**src/rtl/uart_pkg.sv**
```systemverilog
// uart_pkg: UART register map, status bits, response codes and loader states
package uart_pkg;
  localparam logic [7:0] CTRL_OFS   = 8'h00;
  localparam logic [7:0] BAUD_OFS   = 8'h04;
  localparam logic [7:0] STATUS_OFS = 8'h08;
  localparam logic [7:0] TX_OFS     = 8'h0C;
  localparam logic [7:0] RX_OFS     = 8'h10;
  localparam int STATUS_TX_FULL = 1;
  localparam int RX_VALID       = 8;
  localparam logic [7:0] ACK = 8'h06;
  localparam logic [7:0] NAK = 8'h15;
  typedef enum logic [2:0] {IDLE, HDR, DATA, FLUSH, CSUM, RESP_CHK, RESP_WR} state_t;
endpackage

```
**src/rtl/uart_loader_packer.sv**
```systemverilog
// uart_loader_packer: gathers payload bytes into a 32-bit word with per-lane byte enables
module uart_loader_packer (
  input  logic        clk,
  input  logic        rst,
  input  logic        clear,
  input  logic        load,
  input  logic [1:0]  lane,
  input  logic [7:0]  data,
  output logic [31:0] wdata,
  output logic [3:0]  be,
  output logic        full
);
  assign full = load && lane == 2'd3;
  always_ff @(posedge clk)
    if (rst || clear) begin
      wdata <= '0;
      be <= '0;
    end else if (load) begin
      wdata[8*lane +: 8] <= data;
      be[lane] <= 1'b1;
    end
endmodule

```
**src/rtl/uart_loader.sv**
```systemverilog
// uart_loader: parses framed load commands from the UART RX FIFO into memory writes and answers ACK/NAK
module uart_loader
  import uart_pkg::*;
#(
  parameter int         TIMEOUT_CYCLES = 1_000_000,
  parameter logic [7:0] SYNC_BYTE      = 8'hA5
) (
  input  logic        clk,
  input  logic        rst,
  input  logic        en,
  output logic [7:0]  uart_address,
  input  logic [31:0] uart_read_data,
  output logic        uart_re,
  output logic        uart_we,
  output logic [31:0] uart_write_data,
  output logic [31:0] mem_addr,
  output logic [31:0] mem_wdata,
  output logic [3:0]  mem_be,
  output logic        mem_we,
  input  logic        mem_ready,
  output logic        busy,
  output logic        done,
  output logic        err
);
  state_t state;
  logic [31:0] cur_addr, tcnt;
  logic [15:0] remaining;
  logic [2:0]  hcnt;
  logic [7:0]  csum, code, b;
  logic fetch, counting, timeout, clear, word_done, unused;
  assign b = uart_read_data[7:0];
  assign unused = ^uart_read_data[31:9];
  assign fetch = state inside {IDLE, HDR, DATA, CSUM};
  assign counting = state inside {HDR, DATA, CSUM};
  assign uart_re = !rst && en && fetch && uart_read_data[RX_VALID];
  assign timeout = counting && !uart_re && tcnt == 32'(TIMEOUT_CYCLES - 1);
  assign clear = !en || timeout || (state == FLUSH && mem_ready);
  assign busy = state != IDLE;
  uart_loader_packer packer (
    .clk(clk), .rst(rst), .clear(clear), .load(uart_re && state == DATA),
    .lane(cur_addr[1:0]), .data(b), .wdata(mem_wdata), .be(mem_be), .full(word_done)
  );
  always_ff @(posedge clk)
    if (rst) begin
      state <= IDLE;
      uart_address <= RX_OFS;
      uart_we <= 1'b0;
      uart_write_data <= '0;
      mem_addr <= '0;
      mem_we <= 1'b0;
      done <= 1'b0;
      err <= 1'b0;
      cur_addr <= '0;
      remaining <= '0;
      hcnt <= '0;
      csum <= '0;
      code <= '0;
      tcnt <= '0;
    end else if (!en) begin
      state <= IDLE;
      uart_address <= RX_OFS;
      uart_we <= 1'b0;
      uart_write_data <= '0;
      mem_addr <= '0;
      mem_we <= 1'b0;
      done <= 1'b0;
      tcnt <= '0;
    end else if (timeout) begin
      state <= IDLE;
      err <= 1'b1;
      tcnt <= '0;
    end else begin
      // idle time is measured only while waiting for frame bytes
      tcnt <= uart_re ? '0 : counting ? tcnt + 32'd1 : tcnt;
      case (state)
        IDLE: if (uart_re && b == SYNC_BYTE) begin
          state <= HDR;
          err <= 1'b0;
          csum <= '0;
          hcnt <= '0;
        end
        HDR: if (uart_re) begin
          csum <= csum ^ b;
          hcnt <= hcnt + 3'd1;
          if (hcnt < 3'd4) cur_addr <= {b, cur_addr[31:8]};
          else remaining <= {b, remaining[15:8]};
          if (hcnt == 3'd5) state <= ({b, remaining[15:8]} == 16'd0) ? CSUM : DATA;
        end
        DATA: if (uart_re) begin
          csum <= csum ^ b;
          cur_addr <= cur_addr + 32'd1;
          remaining <= remaining - 16'd1;
          if (word_done || remaining == 16'd1) begin
            state <= FLUSH;
            mem_we <= 1'b1;
            mem_addr <= {cur_addr[31:2], 2'b00};
          end
        end
        FLUSH: if (mem_ready) begin
          mem_we <= 1'b0;
          state <= (remaining != 16'd0) ? DATA : CSUM;
        end
        CSUM: if (uart_re) begin
          code <= (b == csum) ? ACK : NAK;
          state <= RESP_CHK;
          uart_address <= STATUS_OFS;
        end
        RESP_CHK: if (!uart_read_data[STATUS_TX_FULL]) begin
          state <= RESP_WR;
          uart_address <= TX_OFS;
          uart_we <= 1'b1;
          uart_write_data <= {24'd0, code};
          done <= 1'b1;
          err <= err || code == NAK;
        end
        RESP_WR: begin
          state <= IDLE;
          uart_address <= RX_OFS;
          uart_we <= 1'b0;
          done <= 1'b0;
        end
        default: state <= IDLE;
      endcase
    end
endmodule

```
**config.mk**
```make
export PLATFORM = sky130hd
export DESIGN_NAME = uart_loader
export DESIGN_NICKNAME = d
export VERILOG_FILES = /design/src/rtl/uart_pkg.sv /design/src/rtl/uart_loader_packer.sv /design/src/rtl/uart_loader.sv
export SDC_FILE = /design/constraint.sdc
export NUM_CORES = 1
export LEC_CHECK = 0
export CAP_MARGIN = 40
export CORE_ASPECT_RATIO = 2
export CORE_MARGIN = 8
export CORE_UTILIZATION = 33
export CTS_BUF_LIST = sky130_fd_sc_hd__clkbuf_4
export DETAILED_ROUTE_END_ITERATION = 16
export HOLD_SLACK_MARGIN = 0.08
export PLACE_DENSITY = 0.57
export SLEW_MARGIN = 10
export SYNTH_ARGS = -nofsm -noshare
export SYNTH_HDL_FRONTEND = slang
export SYNTH_SLANG_ARGS = --single-unit
```
**constraint.sdc**
```tcl
create_clock -name clk -period 2.58 [get_ports clk]
set_clock_uncertainty 0.15 [all_clocks]
set_input_delay 0.387 -clock clk [delete_from_list [all_inputs] [get_ports clk]]
set_output_delay 0.387 -clock clk [all_outputs]
set_load 0.005 [all_outputs]
```
==> qor.csv <==
stage,metric,value,unit
status,status,completed,
timing,aggregate_negative_setup_slack,0,ns
hold_path,hold_class,flop to flop,
global_routing,grt_start_max_net_pins,48,
yosys,syn-cell-area,0.00905,mm²
yosys,synthesis.instances,1151,
floorplanning,die_height,250,µm
setup_path,worstPathArrival,1.93,ns
final_layout,post-route-cell-area,0.0109,mm²
final_layout,seq_area,0.00345,mm²
yosys,synthArstFlopShare,0,
timing,actual_transition_at_the_worst_max_transition_pin,0.605,ns
timing,clock.fmax,0.405,GHz
setup_path,required,2.04,ns
timing,setup-violations-final,0,
timing,final_critical_path_setup_slack,0.110,ns
routing,via_count,8822,
power_and_ir_drop,power.density_cell_area,394,mW/mm²
global_routing,gr-usage-met2,0.265,
yosys,post-synth-top-area-cell,dfxtp_1,
placed_design,dpl.cell_count,1577,
yosys,synth_top_area_share,0.380,
yosys,post_synth_edffs,0,
floorplanning,die_x,133,µm
timing,maxSlewViolCount,0,
setup_path,worst-r2r-setup-slack,0.12,ns
final_layout,num-fill-cells,2771,
global_routing,global_route.usage.met3,0.0425,
timing,timing.hold.ws,0.302,ns
yosys,avgSynthCellArea,7.86,µm²
cts,cts_htree_levels,4,
power_and_ir_drop,finalPower,4.29,mW
power_and_ir_drop,irDropWorstVdd,256,µV
timing,rsz0062_at_grt,yes,
cts,clk_latency,0.63,ns
placed_design,hpwl,19.1,mm
cts,cts.reportedPaths.clkPinSlew,0.15,ns
final_layout,area_growth,20.5,%
cts,number_of_buffers_added_by_the_clock_tree_synthesis_step,17,
setup_path,end_kind,output port,
global_routing,global_route.usage.total,0.164,
setup_path,worstReg2RegEnd,packer.wdata[10],
final_layout,fraction_of_layout_instances_using_a_drive_strength_above_1,0.101,
routing,post_route_ant_nets,0,
global_routing,first_global_vias,8412,
cts,cts-root-buf,clkbuf_4,
floorplanning,floorplan.initialDensity,0.332,
final_layout,multi_input_comb_area,0.00508,mm²
setup_path,worst-path-max-fanout,22,
placed_design,dp_worst_setup_slack,-0.166,ns
timing,final.min_clock_period,2.47,ns
yosys,synth-seq-area-share,0.380,
floorplanning,fp.dieArea,0.0333,mm²
timing,worst_slew_margin_rel,0.593,
setup_path,timing.rr.start,tcnt[25],
global_routing,grt_util_met1,0.203,
setup_path,r2r_cells,6,
cts,ctsLongestPathBuffers,2,
yosys,synth_area_leaders,"dfxtp_1 38%, a21oi_1 5.6%, nand3_1 5.4%, a211oi_1 4.0%, nand2_1 3.9%",
cts,cts_sinks,172,
cts,clock_tree_from_tritoncts,yes,
yosys,synth-seq-cells,172,
routing,detail_route.first_pass.iterations,5,
setup_path,critPathLaunchType,flop,
placed_design,port_buffers,91,
timing,final_min_period_over_clock_period,0.957,
yosys,yosys_warnings,0,
routing,first_iter_violations,693,
routing,detail_route.vias_per_cell,5.47,
placed_design,globalplace.congestion,0.869,
final_layout,finish.utilization,0.401,
run,cap_viol_max_count,0,
timing,final-hold-violation-count,0,
global_routing,first_pass_grt_wire_length,44.9,mm
final_layout,fin_nets,1296,
routing,detail_route.wl_per_cell,17.0,µm
floorplanning,core,0.0272,mm²
power_and_ir_drop,leakagePower,3.60,nW
global_routing,grt-ovfl-total,0,
global_routing,antenna_found_initial,2,
routing,routed_wirelength,27.3,mm
setup_path,worstSetupEndpoint,busy,
setup_path,critical_path_class,flop to output port,
placed_design,placement.cell_area,0.0106,mm²
routing,drcViolationCount,0,
yosys,primary_ff_master_synth,dfxtp_1,
floorplanning,pin_count,150,
final_layout,final_cells,1612,
setup_path,critical_path.startpoint,state[0],
global_routing,global_route.peak_usage_layer,met2,
yosys,synth.distinct_cells,69,
floorplanning,placementRows,86,
-- cells in the final DEF, fill, tap and decap left out, types with 25 or more instances in the layout --
| cell | synthesis | routed |
|---|---|---|
| o21ai_0 | 30 | 30 |
| nor2_1 | 94 | 92 |
| nand2_1 | 94 | 92 |
| conb_1 | 1 | 35 |
| xor2_1 | 25 | 25 |
| nor3_1 | 26 | 26 |
| nand3_1 | 97 | 97 |
| a211oi_1 | 48 | 47 |
| buf_4 | 38 | 64 |
| o21ai_1 | 56 | 56 |
| clkdlybuf4s50_1 | 0 | 89 |
| dfxtp_1 | 172 | 169 |
| nand4_1 | 38 | 38 |
| a21oi_1 | 101 | 101 |
-- layer usage --
metal / vias to the layer above / part of all wire
li1: 4316 / -
met1: 4172 / 0.44
met2: 284 / 0.47
met3: 48 / 0.067
met4: 2 / 0.020
met5: - / 0.00033
-- critical path: stages, from the launching register on --
cell and delay [ns]:
dfxtp_2 0.37, buf_8 0.17, inv_1 0.13, nand2_1 0.12, clkdlybuf4s50_1 0.51
-- layout make-up --
type                       count  share of cell area
clock inverter                13             0.00940
antenna                        1            0.000229
tap                          352              0.0404
sequential                   172               0.316
multi-input combinational    868               0.466
clock buffer                  19              0.0131
timing repair buffer         168               0.149
inverter                      19             0.00677
-- worst min path at each step --
stage	from	end	slack, ns	depth (start not counted)
after floorplan	err	err	0.29	2
after global routing	uart_address[3]	uart_address[3]	0.32	2
after detailed placement	uart_address[3]	uart_address[3]	0.29	2
final	uart_address[3]	uart_address[3]	0.30	2
after CTS	uart_address[3]	uart_address[3]	0.31	2
after global placement	uart_address[3]	uart_address[3]	0.28	2
-- kinds of logic (layout without fill, tap and decap cells) --
| kind of cell | count (synthesis) | in the layout | share of synthesized area |
|---|---|---|---|
| multiplexers | 6 | 6 | 0.00664 |
| other | 1 | 36 | 0.000414 |
| adder cells (fa/ha/maj) | 14 | 14 | 0.0194 |
| AND/OR/NAND/NOR | 447 | 447 | 0.251 |
| XOR/XNOR | 42 | 42 | 0.0406 |
| buffers and inverters | 145 | 219 | 0.0794 |
| flip-flops | 172 | 172 | 0.380 |
| AO/OA/AOI/OAI | 324 | 324 | 0.222 |
-- timing repair --
action | CTS | global route
hold buffers | 1 | 0
setup buffers | 1 | 0
setup endpoints to repair | 2 | 33
endpoints found under the hold margin | 6 | 0
resized for setup | 10 | 3
-- power by group --
group,internal (mW),leakage [nW],switching [mW]
clock,0.483,0.126,0.963
combinational,0.0621,2.09,0.122
sequential,2.66,1.39,0.00476
total,3.21,3.60,1.09
-- flip-flops by register name, summed over array words and instances (netlist names) --
| register | count |
|---|---|
| code | 3 |
| csum | 8 |
| cur_addr | 32 |
| done | 1 |
| err | 1 |
| hcnt | 3 |
| mem_addr | 30 |
| mem_we | 1 |
| packer.be | 4 |
| packer.wdata | 32 |
| remaining | 16 |
| state | 3 |
| tcnt | 32 |
| uart_address | 3 |
| uart_write_data | 3 |
-- Yosys cell counts, types with 4 or more instances --
cell      count
dfxtp_1     172
a21oi_1     101
nand3_1      97
nand2_1      94
nor2_1       94
clkbuf_1     58
o21ai_1      56
a211oi_1     48
buf_4        38
nand4_1      38
o21ai_0      30
nor3_1       26
xor2_1       25
buf_2        19
and3_1       17
inv_1        17
xnor2_1      17
a31oi_1      16
ha_1         14
nor4_1       13
a21o_1       11
and4_1       11
or3_1        11
buf_1        10
o21a_1        9
or4_1         9
a22oi_1       7
a221oi_1      6
mux2i_1       6
o211ai_1      6
and2_1        5
nand2b_1      5
nand3b_1      4
nor3b_1       4
or2_2         4
Power figures use the tool's default switching activity.
==> patch: new RTL, same settings <==
Make the reset (`rst`) asynchronous in one clocked block.
--- a/src/rtl/uart_loader.sv
+++ b/src/rtl/uart_loader.sv
@@ -42,3 +42,3 @@
   );
-  always_ff @(posedge clk)
+  always_ff @(posedge clk or posedge rst)
     if (rst) begin
Function: differs if rst is asserted again (counterexample within 4 cycles, from zero or initial values and one cycle with rst high); with rst held inactive, the same outputs for 4 cycles.
==> patch against the original RTL <==
Synthesized area is 5.2% higher; highest routed layer is now met4; cell area is 2.8% higher; setup slack better by 0.014 ns; routed wire length is 1.6% higher; largest cell class unchanged; sequential cell count stayed put; die area is 4.7% higher.
Power is not compared: it rests on default switching activity, and its combinational part moved more than twofold at a synthesized area within 25%.
==> patch: results (changes against the original RTL) <==
INFO  metric cts.repair_timing.setup_buffer_count = 4 (+3)
INFO  metric first_iter_violations = 716 (+3.3%)
INFO  metric status = finished clean
INFO  metric ff2ff_setup_slack = 0.18 ns (+0.06 ns)
INFO  metric worst_r2r_dst = remaining[15]
INFO  metric route.final.wire_length = 27800 um (+1.6%)
INFO  metric avgViaCountPerCell = 5.51 (+0.69%)
INFO  metric dp_hpwl = 19300 um (+1.3%)
INFO  metric routed_length_on_met3 = 1810 um (-1.7%)
INFO  metric async_reset_ff_frac = 0.791 (+0.791)
INFO  metric pre_cts_slack = 0.0210 ns (+0.187 ns)
INFO  metric grt_antenna_before_repair = 1 (-1)
INFO  metric wl_met1 = 12300 um (+1.6%)
INFO  metric worst-path-max-fanout = 7 (-68%)
INFO  metric synth_top_cells_by_area = sky130_fd_sc_hd__dfrtp_1 35%, sky130_fd_sc_hd__dfxtp_1 7.6%, sky130_fd_sc_hd__nand2_1 6.1%, sky130_fd_sc_hd__a21oi_1 5.8%, sky130_fd_sc_hd__o21ai_0 3.9%
INFO  metric synth.yosys.seq_area_share = 0.433 (+0.0527)
INFO  metric place.detailed.instances = 1530 (-3.0%)
INFO  metric grt_util_met3 = 0.0433 (+0.000746)
INFO  metric route.top_layer_used = met4
INFO  metric placement.cell_area = 0.0109 mm^2 (+2.8%)
INFO  metric synthCells = 1105 (-4.0%)
INFO  metric dr_total_vias = 8640 (-2.1%)
INFO  metric layout.filler_cells = 2932 (+5.8%)
INFO  metric synth.lib_cells_used.distinct = 87 (+26%)
INFO  metric grt_pass1_wl = 46000 um (+2.5%)
INFO  metric synth_top_cells_by_count = 155 x sky130_fd_sc_hd__nand2_1, 135 x sky130_fd_sc_hd__dfrtp_1, 111 x sky130_fd_sc_hd__a21oi_1
INFO  metric via_count_of_the_first_global_routing_pass = 8549 (+1.6%)
INFO  metric wl_met2 = 13000 um (+1.1%)
INFO  metric clkTransAtPathRegs = 0.17 ns (+0.02 ns)
INFO  metric grt_max_degree = 137 (+190%)
INFO  metric synthFlopType = sky130_fd_sc_hd__dfrtp_1
INFO  metric min-delay-path-class = in -> async
INFO  metric global_route.usage.total = 0.162 (-0.00204)
INFO  metric use_met1 = 0.209 (+0.00594)
INFO  metric final_gp_congestion = 0.810 (-6.7%)
INFO  metric regToRegStartpoint = state[2]
INFO  metric ctsResizeCount = 5 (-5)
INFO  metric worst_setup_path_startpoint = state[0]
==> patch: cell count changes after synthesis, sizes merged, moves of 11 or more <==
cell and change:
nand3 -24, xor2 -13, nor2 -33, nand2 +62, dfxtp -136, nand4 -17
a21oi +13, o31ai +11, dfrtp +135, a211oi -42
==> patch: area by class of cell <==
cell class,instances,area (um^2),share of cell area
timing repair buffer,152,1470,0.131
clock inverter,15,125,0.0112
sequential,172,4130,0.368
tap,360,450,0.0402
clock buffer,17,128,0.0114
antenna,1,2.50,0.000223
multi-input combinational,825,4820,0.429
inverter,26,101,0.00904
==> patch: how the worst min path moves through the flow <==
stage / slack [ns] / end / startpoint / depth (start not counted)
6_report: 0.25 / state[0] / rst / 3
3_5_place_dp: 0.30 / packer.wdata[13] / packer.wdata[13] / 2
2_1_floorplan: 0.30 / packer.wdata[26] / packer.wdata[26] / 2
5_1_grt: 0.29 / hcnt[2] / rst / 3
4_1_cts: 0.25 / hcnt[2] / rst / 3
3_3_place_gp: 0.29 / packer.wdata[29] / packer.wdata[29] / 2
==> patch: worst max-delay path: stages, from the launching register on <==
cell and delay [ns]:
sky130_fd_sc_hd__dfrtp_1 0.45, sky130_fd_sc_hd__buf_4 0.18, sky130_fd_sc_hd__or3_1 0.38, sky130_fd_sc_hd__clkdlybuf4s15_1 0.28
==> patch: cell families (layout without fill, tap and decap cells) <==
logic type | Yosys count | after routing | synth area share
other | 1 | 36 | 0.000394
XOR/XNOR | 19 | 19 | 0.0175
AO/OA/AOI/OAI | 332 | 332 | 0.226
AND/OR/NAND/NOR | 425 | 425 | 0.227
buffers and inverters | 142 | 210 | 0.0782
adder cells (fa/ha/maj) | 14 | 14 | 0.0183
flip-flops | 172 | 172 | 0.433
